`src/rtl/mem_arbiter_if.sv`:
```
// -----------------------------------------------------------------------------
// mem_arbiter_if
//   Bundles the requester-side handshake and the RAM-side bus of mem_arbiter.
//
//   Requester side : req[2:0], we[2:0], addr_in[3*AW], wdata_in[3*DW]  (in)
//                    gnt[2:0], ack[2:0], rdata[DW], busy                (out)
//   RAM side       : mem_addr[AW], mem_wdata[DW], mem_we                (out)
//                    mem_rdata[DW]                                      (in)
//
//   Modports:
//     slave  - the arbiter itself
//     master - the requesters (CPU fetch, CPU data, IO/loader)
//     ram    - the RAM macro attached behind the arbiter
// -----------------------------------------------------------------------------
interface mem_arbiter_if #(
  parameter int AW = 11,
  parameter int DW = 16
) ();

  logic [2:0]      req;
  logic [2:0]      we;
  logic [3*AW-1:0] addr_in;
  logic [3*DW-1:0] wdata_in;
  logic [2:0]      gnt;
  logic [2:0]      ack;
  logic [DW-1:0]   rdata;
  logic            busy;
  logic [AW-1:0]   mem_addr;
  logic [DW-1:0]   mem_wdata;
  logic            mem_we;
  logic [DW-1:0]   mem_rdata;

  modport slave (
    input  req, we, addr_in, wdata_in, mem_rdata,
    output gnt, ack, rdata, busy, mem_addr, mem_wdata, mem_we
  );

  modport master (
    output req, we, addr_in, wdata_in,
    input  gnt, ack, rdata, busy
  );

  modport ram (
    input  mem_addr, mem_wdata, mem_we,
    output mem_rdata
  );

endinterface

```
`src/rtl/mem_arbiter.sv`:
```
// -----------------------------------------------------------------------------
// mem_arbiter
//   Shares one single-port synchronous RAM between three requesters:
//     0 = instruction fetch, 1 = data access, 2 = IO/loader.
//   Each access is latched in IDLE, held on the RAM bus for WAIT+1 cycles
//   (ACCESS), then acknowledged with a one-cycle ACK (DONE). IDLE is always
//   a one-cycle turnaround, so one access completes every WAIT+3 cycles.
//
// Ports:
//   clk    - rising-edge clock
//   rst_n  - asynchronous active-low reset
//   bus    - mem_arbiter_if.slave: requester REQ/WE/ADDR/WDATA in,
//            GNT/ACK/RDATA/BUSY out, RAM MEM_ADDR/MEM_WDATA/MEM_WE out,
//            MEM_RDATA in
//
// Parameters:
//   AW   - address width
//   DW   - data width
//   WAIT - wait states per access (0..15); WAIT=0 needs a combinational RAM
//
// Build option:
//   FETCH_PRIO_EN - when defined, requester 0 wins every arbitration it takes
//                   part in; requesters 1 and 2 rotate between themselves and
//                   the pointer only moves on grants to 1 or 2. When undefined,
//                   plain three-way round-robin.
// -----------------------------------------------------------------------------
module mem_arbiter #(
  parameter int AW   = 11,
  parameter int DW   = 16,
  parameter int WAIT = 1
) (
  input  logic         clk,
  input  logic         rst_n,
  mem_arbiter_if.slave bus
);

  typedef enum logic [1:0] {
    IDLE   = 2'd0,
    ACCESS = 2'd1,
    DONE   = 2'd2
  } state_t;

  state_t        state_q, state_d;
  logic [1:0]    win_q,   win_d;
  logic [1:0]    ptr_q,   ptr_d;
  logic [AW-1:0] addr_q,  addr_d;
  logic [DW-1:0] wdata_q, wdata_d;
  logic [DW-1:0] rdata_q, rdata_d;
  logic          we_q,    we_d;
  logic [3:0]    cnt_q,   cnt_d;

  logic [AW-1:0] req_addr  [3];
  logic [DW-1:0] req_wdata [3];
  wire  [2:0]    gnt_w;
  wire  [2:0]    ack_w;

  logic          req_found;
  logic [1:0]    req_win;

  // Per-requester views of the packed buses, plus the one-hot decode of the
  // latched winner onto GNT (ACCESS) and ACK (DONE). Because the two decodes
  // are qualified by different states they can never overlap.
  genvar gi;
  generate
    for (gi = 0; gi < 3; gi++) begin : g_req
      assign req_addr[gi]  = bus.addr_in[gi*AW +: AW];
      assign req_wdata[gi] = bus.wdata_in[gi*DW +: DW];
      assign gnt_w[gi]     = (state_q == ACCESS) && (win_q == 2'(gi));
      assign ack_w[gi]     = (state_q == DONE)   && (win_q == 2'(gi));
    end
  endgenerate

`ifndef FETCH_PRIO_EN
  // Index base+k, wrapped into 0..2.
  function automatic logic [1:0] rot3(input logic [1:0] base, input logic [1:0] k);
    logic [2:0] s;
    s = {1'b0, base} + {1'b0, k};
    if (s >= 3'd3) begin
      s = s - 3'd3;
    end
    return s[1:0];
  endfunction
`endif

  // Winner selection, evaluated every cycle but only used in IDLE.
  always_comb begin
    req_found = 1'b0;
    req_win   = 2'd0;
`ifdef FETCH_PRIO_EN
    if (bus.req[0]) begin
      req_found = 1'b1;
      req_win   = 2'd0;
    end else if (ptr_q == 2'd2) begin
      // Pointer at 2: requester 2 searched first.
      if (bus.req[2]) begin
        req_found = 1'b1;
        req_win   = 2'd2;
      end else if (bus.req[1]) begin
        req_found = 1'b1;
        req_win   = 2'd1;
      end
    end else begin
      // Pointer at 0 or 1: requester 1 searched first.
      if (bus.req[1]) begin
        req_found = 1'b1;
        req_win   = 2'd1;
      end else if (bus.req[2]) begin
        req_found = 1'b1;
        req_win   = 2'd2;
      end
    end
`else
    for (int k = 0; k < 3; k++) begin
      if (!req_found && bus.req[rot3(ptr_q, 2'(k))]) begin
        req_found = 1'b1;
        req_win   = rot3(ptr_q, 2'(k));
      end
    end
`endif
  end

  // Next-state logic.
  always_comb begin
    state_d = state_q;
    win_d   = win_q;
    ptr_d   = ptr_q;
    addr_d  = addr_q;
    wdata_d = wdata_q;
    rdata_d = rdata_q;
    we_d    = we_q;
    cnt_d   = cnt_q;

    case (state_q)
      IDLE: begin
        if (req_found) begin
          // Requester inputs are only guaranteed valid now, so latch them.
          win_d   = req_win;
          addr_d  = req_addr[req_win];
          wdata_d = req_wdata[req_win];
          we_d    = bus.we[req_win];
          cnt_d   = 4'(WAIT);
          state_d = ACCESS;
        end
      end

      ACCESS: begin
        if (cnt_q != 4'd0) begin
          cnt_d = cnt_q - 4'd1;
        end else begin
          // Final RAM cycle: read data is valid now; writes leave RDATA alone.
          if (!we_q) begin
            rdata_d = bus.mem_rdata;
          end
          state_d = DONE;
        end
      end

      DONE: begin
`ifdef FETCH_PRIO_EN
        // Fetch grants bypass the rotation entirely.
        if (win_q != 2'd0) begin
          ptr_d = (win_q == 2'd2) ? 2'd0 : win_q + 2'd1;
        end
`else
        ptr_d = (win_q == 2'd2) ? 2'd0 : win_q + 2'd1;
`endif
        state_d = IDLE;
      end

      default: begin
        state_d = IDLE;
      end
    endcase
  end

  always_ff @(posedge clk or negedge rst_n) begin
    if (!rst_n) begin
      state_q <= IDLE;
      win_q   <= 2'd0;
      ptr_q   <= 2'd0;
      addr_q  <= '0;
      wdata_q <= '0;
      rdata_q <= '0;
      we_q    <= 1'b0;
      cnt_q   <= 4'd0;
    end else begin
      state_q <= state_d;
      win_q   <= win_d;
      ptr_q   <= ptr_d;
      addr_q  <= addr_d;
      wdata_q <= wdata_d;
      rdata_q <= rdata_d;
      we_q    <= we_d;
      cnt_q   <= cnt_d;
    end
  end

  // Outputs decode straight from registered state, so an asynchronous reset
  // clears all of them (including MEM_WE) without waiting for a clock edge.
  assign bus.gnt       = gnt_w;
  assign bus.ack       = ack_w;
  assign bus.busy      = (state_q != IDLE);
  assign bus.rdata     = rdata_q;
  assign bus.mem_addr  = addr_q;
  assign bus.mem_wdata = wdata_q;
  assign bus.mem_we    = (state_q == ACCESS) && (cnt_q == 4'd0) && we_q;

endmodule

```
`src/flat_wrapper.sv`:
```
// flat-port wrapper written by rule: the top's interface ports become plain ports
module mem_arbiter_flat 
#(
  parameter int AW   = 11,
  parameter int DW   = 16,
  parameter int WAIT = 1
)
  (clk, rst_n, bus_req, bus_we, bus_addr_in, bus_wdata_in, bus_mem_rdata, bus_gnt, bus_ack, bus_rdata, bus_busy, bus_mem_addr, bus_mem_wdata, bus_mem_we);
  mem_arbiter_if #(.AW(AW), .DW(DW)) bus_i ();
  input  logic clk;
  input  logic rst_n;
  input wire logic [$bits(bus_i.req)-1:0] bus_req;
  input wire logic [$bits(bus_i.we)-1:0] bus_we;
  input wire logic [$bits(bus_i.addr_in)-1:0] bus_addr_in;
  input wire logic [$bits(bus_i.wdata_in)-1:0] bus_wdata_in;
  input wire logic [$bits(bus_i.mem_rdata)-1:0] bus_mem_rdata;
  output wire logic [$bits(bus_i.gnt)-1:0] bus_gnt;
  output wire logic [$bits(bus_i.ack)-1:0] bus_ack;
  output wire logic [$bits(bus_i.rdata)-1:0] bus_rdata;
  output wire logic [$bits(bus_i.busy)-1:0] bus_busy;
  output wire logic [$bits(bus_i.mem_addr)-1:0] bus_mem_addr;
  output wire logic [$bits(bus_i.mem_wdata)-1:0] bus_mem_wdata;
  output wire logic [$bits(bus_i.mem_we)-1:0] bus_mem_we;
  assign bus_i.req = bus_req;
  assign bus_i.we = bus_we;
  assign bus_i.addr_in = bus_addr_in;
  assign bus_i.wdata_in = bus_wdata_in;
  assign bus_i.mem_rdata = bus_mem_rdata;
  assign bus_gnt = bus_i.gnt;
  assign bus_ack = bus_i.ack;
  assign bus_rdata = bus_i.rdata;
  assign bus_busy = bus_i.busy;
  assign bus_mem_addr = bus_i.mem_addr;
  assign bus_mem_wdata = bus_i.mem_wdata;
  assign bus_mem_we = bus_i.mem_we;
  mem_arbiter #(.AW(AW), .DW(DW), .WAIT(WAIT)) u_core (.clk(clk), .rst_n(rst_n), .bus(bus_i));
endmodule
```
`config.mk`:
```
export PLATFORM = sky130hd
export DESIGN_NAME = mem_arbiter_flat
export DESIGN_NICKNAME = d
export VERILOG_FILES = /design/src/rtl/mem_arbiter_if.sv /design/src/rtl/mem_arbiter.sv /design/src/flat_wrapper.sv
export SDC_FILE = /design/constraint.sdc
export NUM_CORES = 1
export LEC_CHECK = 0
export ABC_AREA = 1
export CAP_MARGIN = 30
export CORE_MARGIN = 4
export CORE_UTILIZATION = 40
export DETAILED_ROUTE_END_ITERATION = 16
export PLACE_DENSITY = 0.78
export SETUP_SLACK_MARGIN = 0.1
export SLEW_MARGIN = 10
export SYNTH_ARGS = -nofsm -noshare
export SYNTH_HDL_FRONTEND = slang
export SYNTH_SLANG_ARGS = --single-unit
```
`constraint.sdc`:
```
create_clock -name clk -period 2.05 [get_ports clk]
set_input_delay 0.41 -clock clk [delete_from_list [all_inputs] [get_ports clk]]
set_output_delay 0.41 -clock clk [all_outputs]
set_load 0.02 [all_outputs]
```
Word-level counts from Yosys, hierarchy flattened
Index checks and enable logic that the tools add are counted.
Storage, ports and cells
  input bits: 105
  ROM bits: 0
  latch bits: 0
  word-level logic and storage cells: 85
  memories: 0
  bits in writable memories: 0
  bits in registers: 54
Cells by class
  $add $sub $neg: 7
  reductions and logical operators: 22
  equality and inequality tests: 7
  divide/modulo/power cells: 0
  shift operators: 0
  bitwise gates (word level): 3
  muxes and demuxes: 30
  multiply operators: 0
  order comparisons: 8
Operator list (number)
  $bmux W16 S2: 1
  $mux W16: 2
  $bmux W11 S2: 1
  $mux W11: 2
  $mux W2: 9
  $lt A2 B3 Y1 const B: 4
  $logic_and A1 B1 Y1: 10
  $bmux W1 S2: 4
  $mux W4: 2
  $pmux W4 S2: 1
  $mux W1: 7
  $ge A3 B2 Y1 const B: 2
  $reduce_and A3 Y1: 2
  $sub A2 B2 Y2 const B: 3
  $eq A2 B1 Y1 const B: 2
  $eq A2 B2 Y1 const B: 2
  $logic_not A2 Y1: 2
  $logic_not A4 Y1: 1
  $ne A2 B2 Y1 const B: 2
  $pmux W2 S2: 1
  $reduce_and A2 Y1: 2
  $reduce_bool A2 Y1: 2
  $reduce_bool A4 Y1: 1
  $sub A4 B1 Y4 const B: 1
  9 further kinds: 11

Depth between registers and ports, before layout
  word-level depth: 15
  gate-level depth with buffers: 16
  gate-level depth less buffers: 15

Least setup slack after synthesis
OpenSTA, ideal clock, no wires.
  path kind: reg2reg
  from: reg u_core.ptr_q[0]
  to: reg u_core.addr_q[10], in the netlist u_core.bus.mem_addr[10]
  path buffers: 2
  period minus slack after synthesis: 1.884 ns
  required time: 1.926 ns
  library setup time: 0.124 ns
  cell stages (with the launch flop): 17
  path slack: 0.166 ns
  data arrival time: 1.761 ns
  path through: dfrtp_1 inv_1 ha_1 inv_2 nand2_1 nand3_1 nand2_1 nand2_2 nand2_1 nand2_1 nand2_2 buf_8 buf_12 nand3_1 nand2_1 inv_1 nand2_1
Between the ends
  word-level cells in the longest chain between the ends: 15
RTL lines
  from (decl): line mem_arbiter.sv:45  | logic [1:0] ptr_q, ptr_d;
  from (signal assigned): line mem_arbiter.sv:189  | ptr_q <= ptr_d;
  parallel branches: the longest is 15 deep, another holds $add A2 B1 Y3
  to (signal assigned): line mem_arbiter.sv:190  | addr_q <= addr_d;
  to (decl): line mem_arbiter.sv:46  | logic [AW-1:0] addr_q, addr_d;
Parallel ways; which one is timed is not known. The select of a mux whose other input is x is not followed.
A chain may end at the register's enable or synchronous reset.

Worst setup path in the final report
  from: reg u_core.ptr_q[0]
  to: reg u_core.addr_q[4], in the netlist u_core.bus.mem_addr[4]
Same word-level chain as after synthesis.

==> metrics.md <==
| Metric | Value |
|---|---|
| Status | finished, final reports clean |
| Detailed placement HPWL | 7.52 mm |
| Mapped Nets | 517 |
| Post-Syn Area | 3260 µm² |
| Inst Count DP | 665 |
| Clk_lat worst skew | 320 ps |
| Worst EP arrival | 2210 ps |
| Post-synthesis xor/xnor area fraction | 0.268% |
| Largest net degree at the start of global routing | 35 |
| Worst R2R Start | u_core.ptr_q[0]$_DFFE_PN0P_ |
| Crit-path max FO | 11 |
| Switch Pwr | 5.18 mW |
| Core area | 7850 µm² |
| Yosys reg bits | 54 |
| Sw Ratio | 48.1% |
| Yosys Warn Count | 0 |
| Highest clock rate | 510 MHz |
| R2r setup slk | 90 ps |
| Post-synth EDFFs | 0 |
| Max IR drop VDD | 0.862 mV |
| CTS tree | built |
| Clk sinks | 54 |
| Layout cell share with drive strength beyond 1 | 22.3% |
| Rows | 32 |
| Finish-stage setup viols | 0 |
| I/O pins | 156 |
| Share of the synthesized area in the top cell type | 41.4% |
| Post-synthesis mux area share | 5.52% |
| Layout area overhead | 66.5% |
| Die area | 9670 µm² |
| Clock skew | 11.6 ps |
| Buffers added on ports | 155 |
| Pre-antenna DRT Iters | 4 |
| Static Leak | 2.55 nW |
| Minimum clock period | 1960 ps |
| Crit share post-route | 95.6% |
| First-pass GRT wire length | 15.7 mm |
| Vias per cell | 4.95 |
| Avg Inst Size Synth | 8.02 µm² |
| Inserted Clock Buffers | 5 |
| Wirelength, routed | 10.6 mm |
| Mapped Cells | 407 |
| Worst R2R Path Depth | 14 |
| Starting DRT DRC Count | 152 |
| RSZ-0062 raised after global routing | yes |
| Finished Layout Cells | 684 |
| Dominant cell type by area after synthesis | dfrtp_1 |
| Clk pwr share | 6.1% |
| Vias in the first global route | 3294 |
| Largest family of logic cells by synthesized area | simple AND/OR/NAND/NOR gates |
| P per Cell Area | 1980 nW/µm² |
| GRT Util Overall | 19.7% |
| Async set or reset register ratio after synthesis | 100% |
| Clk pin slew, worst setup/hold paths | 100 ps |
| Sequential share of the synthesized area | 41.4% |
| Ant. Diodes | 0 |
| Post-route ant nets | 0 |
| Max Cap Viol | 0 |
| RR Endpoint | u_core.bus.mem_addr[4]$_DFFE_PN0P_ |
| Yosys cell types | 31 |
| Fin. Hold Viols | 0 |
| Drt wl/cell | 15.6 µm |
| Final layout net count | 691 |
| Synth Area in Compound Gates | 12.5% |
| Congestion Overflow GR | 0 |
| Hold Crit Class | in2async |
| DRC Markers | 0 |
| Combinational share of power | 75.8% |
| RD Place Congestion | 0.899 |
| Synth Flop Type | dfrtp_1 |
| Via count | 3388 |
| Die height | 98.3 µm |
| Max Slew Vio Count | 0 |
| CP endpoint kind | flop |
| Sequential Power Share | 18.1% |
| Critical path class | reg2reg |
| Die width | 98.3 µm |
| Antenna violations before repair | 0 |
| Setup crit start kind | flop |
| Adder-Cell Fraction of Synth Area | 1.92% |
| Power, Total | 10.8 mW |
| Slew Limit Headroom | 77.1% |
| Root buf cell | clkbuf_8 |
| Bufs on Longest Clock Path | 2 |
| CTS H-tree depth | 2 |
| Worst-Margin Slew | 343 ps |
| Initial core utilization | 41.6% |
| Synth Area in Simple Gates | 24.4% |
| Internal power | 5.58 mW |
| FILL cells | 635 |
| CP required | 2300 ps |
| Synth area leaders | dfrtp_1 (41%), nand2_1 (11%), inv_1 (8.7%), nand3_1 (7.7%), a21oi_2 (5.9%) |
cells in the final DEF (no fill, tap or decap), types with 4 or more instances in the layout:
master / Yosys / final
a21oi_2: 22 / 22
buf_12: 2 / 5
buf_4: 5 / 11
buf_6: 3 / 7
clkbuf_2: 0 / 5
clkbuf_8: 0 / 5
clkdlybuf4s50_1: 0 / 146
dfrtp_1: 54 / 52
inv_1: 76 / 72
inv_6: 0 / 5
mux2_2: 16 / 16
nand2_1: 97 / 86
nand2_2: 5 / 12
nand2_4: 2 / 5
nand3_1: 50 / 36
nand3_2: 1 / 14
nor2_1: 14 / 13
nor3_1: 7 / 4
o211ai_1: 17 / 17
o21ai_0: 6 / 4
cell usage after synthesis, types with 2 or more instances:
cell type	number
nand2_2	5
mux2_2	16
buf_2	6
o211ai_1	17
dfrtp_1	54
a21oi_1	2
inv_2	3
a21oi_2	22
buf_12	2
nand3_1	50
nor3_1	7
o21bai_1	2
nor2_1	14
nand4_1	2
nand2_1	97
o21ai_0	6
buf_4	5
inv_1	76
ha_1	5
o22ai_1	2
buf_6	3
nand2_4	2
registers in the layout, indices dropped and copies added (netlist names):
register              cells
u_core.cnt_q              4
u_core.bus.mem_addr      11
u_core.bus.mem_wdata     16
u_core.we_q               1
u_core.win_q              2
u_core.bus.rdata         16
u_core.ptr_q              2
u_core.state_q            2
power groups by stage:
| stage | Clock, mW | Combinational (mW) | Sequential (mW) |
|---|---|---|---|
| global placement | 0 | 6.60 | 1.92 |
| CTS | 0.666 | 6.92 | 1.94 |
| detailed placement | 0 | 6.77 | 1.95 |
| global route | 0.711 | 8.86 | 2.02 |
| finish | 0.653 | 8.15 | 1.95 |
| floorplan | 0 | 4.07 | 2.45 |
worst max-delay path, stage by stage, from the launching register on:
cell and delay, ps:
dfrtp_2 460, buf_6 130, ha_4 180, inv_4 90, nand2_4 60, nand3_4 80, nand2_4 80, nand2_2 100
nand2_1 70, nand2_2 90, nand2_4 90, inv_2 80, buf_12 140, nand3_2 90, a21oi_2 140
metrics by stage:
| stage | setup WS [ps] | instance area [µm²] | hold WS (ps) | utilization, % | TNS (ps) |
|---|---|---|---|---|---|
| floorplan | 166 | 3260 | 114 | - | 0 |
| global placement | -6.42 | 4970 | 266 | 63.3 | -36.8 |
| detailed placement | -67.3 | 4970 | 272 | 63.3 | -1480 |
| CTS | 36.7 | 5110 | 490 | 65.2 | 0 |
| global route | -16.7 | 5430 | 492 | 69.2 | -16.7 |
| finish | 90.1 | 5430 | 484 | 69.2 | 0 |
kinds of logic (layout without fill, tap and decap cells):
family,count (synthesis),after routing
simple gates,180,180
buf+inv,97,272
compound gates,54,54
flops,54,54
mux,16,16
fa+ha+maj,5,5
xor+xnor,1,1
metal layers:
layer  wire (µm)  track usage (%)
met5           0                0
met4         146             4.62
met3         828             5.21
met2        5550             35.5
met1        4120             23.2
worst max path at each step:
stage	startpoint	end	slack [ps]	depth (start not counted)
floorplan	u_core.ptr_q[0]$_DFFE_PN0P_	u_core.bus.mem_addr[10]$_DFFE_PN0P_	170	16
global placement	bus_req[2]	u_core.bus.mem_wdata[10]$_DFFE_PN0P_	-6	11
detailed placement	bus_req[2]	u_core.bus.mem_wdata[12]$_DFFE_PN0P_	-70	13
CTS	u_core.cnt_q[0]$_DFFE_PN0P_	bus_mem_we	40	5
global route	u_core.ptr_q[0]$_DFFE_PN0P_	u_core.bus.mem_wdata[15]$_DFFE_PN0P_	-20	12
finish	u_core.ptr_q[0]$_DFFE_PN0P_	u_core.bus.mem_addr[4]$_DFFE_PN0P_	90	14
what timing repair did:
action                     CTS  global route
pin swaps                    0             5
gates cloned                 0             4
setup endpoints to repair   38            38
gates resized for setup     18            74
hold endpoints to repair     7             0
hold buffers                 1             0
buffers inserted             1             5
layout make-up:
class | count | area [µm²] | area share [%]
well taps | 102 | 128 | 2.35
multi-input cells | 256 | 1630 | 30.0
clock buffers | 5 | 68.8 | 1.27
clock inverters | 3 | 26.3 | 0.484
repair buffers | 185 | 1910 | 35.2
inverters | 79 | 312 | 5.73
flip-flops and latches | 54 | 1350 | 24.9
(Power assumes the default switching activity.)
==> RTL change 1 (config.mk and constraints unchanged) <==
Take the reset off `rdata_q` and load it in a clocked block of its own.
--- a/src/rtl/mem_arbiter.sv
+++ b/src/rtl/mem_arbiter.sv
@@ -181,5 +181,4 @@
       addr_q  <= '0;
       wdata_q <= '0;
-      rdata_q <= '0;
       we_q    <= 1'b0;
       cnt_q   <= 4'd0;
@@ -190,8 +189,11 @@
       addr_q  <= addr_d;
       wdata_q <= wdata_d;
-      rdata_q <= rdata_d;
       we_q    <= we_d;
       cnt_q   <= cnt_d;
     end
+  end
+
+  always_ff @(posedge clk) begin
+    rdata_q <= rdata_d;
   end
 
Behaviour: differs if rst_n is asserted again (counterexample within 4 cycles, from zero or initial values and one cycle with rst_n low); with rst_n held inactive, the same outputs for 10 cycles.
==> RTL change 1 against the original RTL <==
- synthesized area down 3.0%
- core utilization up 3.3 points
- total power up 3.1%
- worst setup slack worse by 53 ps
- routed wire length up 2.1%
- global-route usage down 0.69 points
- sequential cell count unchanged
- critical path type unchanged
- design area up 3.2%
- non-clock buffer count up 16
- critical endpoint is now u_core.bus.mem_wdata[11]
==> RTL change 1: results (changes against the original RTL) <==
The via count is 3406 (+0.53%). The run finished with clean final reports. The net switching share of the total power came to 0.4710 (-0.01000).

The worst IR drop on VDD is 1.091 mV (+27%). The instance area at placement is 0.004912 mm^2 (-1.2%). The clock-cell share of area was 0.01696 (-0.0005427). The sum of routed wire length over all layers is 10.87 mm (+2.1%). The power per cell area is 1977 mW/mm^2 (-0.14%). The area of all sequential standard cells came out at 0.001433 mm^2 (+5.8%). After synthesis, the cell types taking the most area are dfrtp_1 (30%), edfxtp_1 (15%), nand2_1 (11%).

The placed wire-length estimate was 7.287 mm (-3.1%). The multi-input combinational cell area came out at 0.001513 mm^2 (-7.4%). The leakage dissipation was 2.595 nW (+1.7%). The proportion of final cell area spent on non-clock buffers is 0.3777 (+0.02567). The pin count of the biggest net entering global routing came to 25 (-29%). The synthesized net count is 502 (-2.9%).

The placed instance count is 652 (-2.0%). The reported sequential group power is 0.00185 W (-5%). The fraction of the yosys area taken by sequential cells came out at 0.4522 (+0.03822). Counting instances in the post-synthesis netlist gives the leading cell types as nand2_1 (96), inv_1 (78), nand3_1 (50). The via count of the first global-routing pass came out at 3101 (-5.9%). The routability congestion estimate from global placement came out at 0.8200 (-8.8%). The clock network power is 0.000641 W (-2%). Clock tree synthesis selected as its root buffer the cell clkbuf_8. The fill cell instance count of the final layout came to 558 (-12%). The detailed-routing iteration count for the pre-antenna-repair pass came out at 5 (+1). The number of buffers other than clock buffers in the final layout is 201 (+8.6%). The layout net count was 693 (+0.29%). The post-synthesis async set-or-reset flop share came out at 0.7037 (-0.2963).

The combined global-route utilization of all metal layers is 0.1897 (-0.006931). The number of cells upsized or downsized after cts came out at 24 (+6). The number of flops mapped to enable cells by yosys is 16 (+16). The most instantiated flip-flop cell in the synthesis netlist is dfrtp_1. The pre-CTS setup slack was -111.8 ps (-44.46 ps). The clock power share is 0.058 (-0.003). The non-clock inverter count in the final layout came out at 81 (+2.5%). The count of multi-input gates came out at 240 (-6.3%). The share of post-route cells with drive strength above 1 came out at 0.2380 (+0.01465). The violation count after the first detailed-route iteration is 150 (-1.3%).
RTL change 1: changes by cell type after synthesis, sizes merged:
cell    delta
dfrtp     -16
mux2      -16
nand2      -1
edfxtp    +16
nor3       -1
buf        -1
inv        +2
nor2       +2
RTL change 1: worst max-delay path, delay by kind of cell, from the launching register on:
family,cells,cell delay [ps]
AOI/OAI and AO/OA,1,110
adders and majority gates,1,190
buffers and inverters,4,490
DFF,1,470
and+or+nand+nor,7,670
RTL change 1: logic make-up (layout without fill, tap and decap cells):
group | count (synthesis) | count (layout) | synth area share
AND/OR/NAND/NOR | 180 | 180 | 0.2514
AO/OA/AOI/OAI | 54 | 54 | 0.1289
flip-flops | 54 | 54 | 0.4522
adder cells (fa/ha/maj) | 5 | 5 | 0.01976
XOR/XNOR | 1 | 1 | 0.002767
buffers and inverters | 98 | 290 | 0.1451
RTL change 1: path summary, 6_finish.rpt:
path,start,to,slack (ps),depth (start not counted)
max reg2reg,u_core.ptr_q[1],u_core.bus.mem_wdata[11],40,13
min,rst_n,u_core.bus.mem_addr[6],520,2
max in group asynchronous,rst_n,u_core.bus.mem_wdata[3],1010,3
min in group clk,u_core.bus.mem_addr[6],u_core.bus.mem_addr[6],520,2
max,u_core.ptr_q[1],u_core.bus.mem_wdata[11],40,13
min reg2reg,u_core.bus.mem_addr[6],u_core.bus.mem_addr[6],520,2
RTL change 1: routing by layer:
layer | routed length, um | share of wire | GRT usage | vias to the layer above
met5 | 0 | 0 | 0 | -
met4 | 339 | 0.031 | 0.06156 | 0
met3 | 752 | 0.069 | 0.04182 | 28
met2 | 5795 | 0.53 | 0.3567 | 167
met1 | 3984 | 0.37 | 0.2098 | 1582
li1 | - | - | - | 1629
==> RTL change 2 (same settings) <==
Made on the original files. `AW` is set to 11 in 3 places; all go to 10.
--- a/src/rtl/mem_arbiter_if.sv
+++ b/src/rtl/mem_arbiter_if.sv
@@ -14,5 +14,5 @@
 // -----------------------------------------------------------------------------
 interface mem_arbiter_if #(
-  parameter int AW = 11,
+  parameter int AW = 10,
   parameter int DW = 16
 ) ();
--- a/src/rtl/mem_arbiter.sv
+++ b/src/rtl/mem_arbiter.sv
@@ -26,5 +26,5 @@
 // -----------------------------------------------------------------------------
 module mem_arbiter #(
-  parameter int AW   = 11,
+  parameter int AW   = 10,
   parameter int DW   = 16,
   parameter int WAIT = 1
--- a/src/flat_wrapper.sv
+++ b/src/flat_wrapper.sv
@@ -2,5 +2,5 @@
 module mem_arbiter_flat 
 #(
-  parameter int AW   = 11,
+  parameter int AW   = 10,
   parameter int DW   = 16,
   parameter int WAIT = 1
Ports: changed (resized bus_addr_in and bus_mem_addr); port bits go from 156 to 152. No check against the original RTL was run, so the function may have changed too.
==> RTL change 2 against the original RTL <==
- the flow now finishes with violations (negative setup slack)
- sequential cell count down 1
- synthesized area fell by 4.5%
- core utilization increased by 8.1 points
- worst setup slack got worse by 140 ps
- total power rose by 12%
- via count increased by 4.3%
- critical path depth is 1 higher
- combinational power increased by 16%
- fmax down 6.8%
- routed wire length rose by 9.6%
- design area increased by 5.4%
- critical path type unchanged
==> RTL change 2: results (changes against the original RTL) <==
The via count came out at 3533 (+4.3%). The number of cells upsized or downsized after cts came out at 60 (+42). The pre-CTS setup slack is -167.5 ps (-100.1 ps). The violation count after the first detailed-route iteration was 204 (+34%).

The layout net count came out at 701 (+1.4%). The count of buffers inserted at the top-level ports came out at 151 (-2.6%). The instance area at placement is 0.004818 mm^2 (-3.1%).

The setup TNS after final layout is -457.9 ps (-457.9 ps). The final worst-path setup slack came out at -53.26 ps (-143.3 ps). The sum of routed wire length over all layers is 11.67 mm (+9.6%). The fraction of the yosys area taken by sequential cells is 0.4255 (+0.01158). The number of cells produced by synthesis came to 397 (-2.5%). The final clock skew was 7.115 ps (-4.444 ps). The distinct cell type count of the synthesized netlist is 28 (-9.7%).

The clock latency of the later-clocked register in the worst-skew pair is about 310 ps. The combined global-route utilization of all metal layers came out at 0.2224 (+0.02575). The transition at the pin with the smallest max-transition slack is 388.6 ps (+45.48 ps). The path depth of the worst reg2reg path was 15 (+1). The data arrival time at the worst-slack endpoint was 2340 ps (+130 ps). The placed wire-length estimate came out at 7.316 mm (-2.7%). Yosys attributes the largest share of cell area to dfrtp_1 (43%), nand2_1 (13%), inv_1 (8.6%).

The placed instance count was 653 (-1.8%). The post-route worst hold slack is 96.59 ps (-387.7 ps). The maximum net fanout on the critical path is 5 (-6).

The routability congestion estimate from global placement was 0.8987 (about the same). The leakage dissipation came out at 2.701 nW (+5.9%). The root buffer cell is clkbuf_8.

The synthesized net count came out at 504 (-2.5%). The post-synthesis async set-or-reset flop share came out at 1.000 (unchanged). The commonest cells after synthesis are nand2_1 (104), inv_1 (71), dfrtp_1 (53). The total setup violations reported at the end of the flow came out at 16 (+16). The delay of the slowest cell on the worst path came out at 420 ps (-40 ps).

The worst IR drop on VDD is 0.9648 mV (+12%). The buffers inserted during post-CTS setup optimization is 15 (+14). The checks that failed: negative setup slack. The wire length of the first global-routing pass came out at 16.17 mm (+3.3%). The flow ran to the end, but the final reports show violations.

The detailed-routing iteration count for the pre-antenna-repair pass came out at 5 (+1).
## RTL change 2: cell count changes after synthesis, moves of 4 or more
cell     delta
a21oi_2    -22
a21oi_1    +16
nand2_1     +7
inv_1       -5
nand3_1     -5
buf_6       +4
## RTL change 2: how the worst max path moves through the flow
stage                         start                       to  cells past startpoint
finish              u_core.ptr_q[0]   u_core.bus.mem_addr[7]                     15
CTS                 u_core.cnt_q[0]               bus_mem_we                      5
global route        u_core.ptr_q[0]   u_core.bus.mem_addr[0]                     15
detailed placement       bus_req[2]   u_core.bus.mem_addr[7]                     12
global placement         bus_req[1]  u_core.bus.mem_wdata[9]                     12
floorplan           u_core.ptr_q[0]   u_core.bus.mem_addr[9]                     13
## RTL change 2: where the power goes
group          leakage [nW]  switching [W]  internal (W)
combinational          2.02        0.00484       0.00464
clock                0.0452       0.000394      0.000250
sequential            0.632       0.000351       0.00161
## RTL change 2: logic make-up (layout without fill, tap and decap cells)
family                   Yosys count  count (layout)  synth area share
AO/OA/AOI/OAI                     46              46           0.09233
adder cells (fa/ha/maj)            5               5           0.02007
flip-flops                        53              53            0.4255
XOR/XNOR                           1               1          0.002811
buffers and inverters             92             290            0.1337
multiplexers                      16              16           0.05781
AND/OR/NAND/NOR                  184             184            0.2678
## RTL change 2: area by class of cell
| cell class | count | area (um^2) |
|---|---|---|
| repair buffers | 206 | 2182 |
| multi-input cells | 252 | 1683 |
| fillers | 498 | 1680 |
| flip-flops and latches | 53 | 1328 |
| inverters | 76 | 317.8 |
| well taps | 99 | 123.9 |
| clock buffers | 5 | 68.82 |
| clock inverters | 3 | 25.02 |
## RTL change 2: routing by layer
layer  GRT usage  wire, um  vias to the layer above
met2      0.4232      6435                      145
li1            -         -                     1659
met4     0.07109       257                        0
met5           0         0                        -
met3     0.04457       713                       22
met1      0.2436      4266                     1707
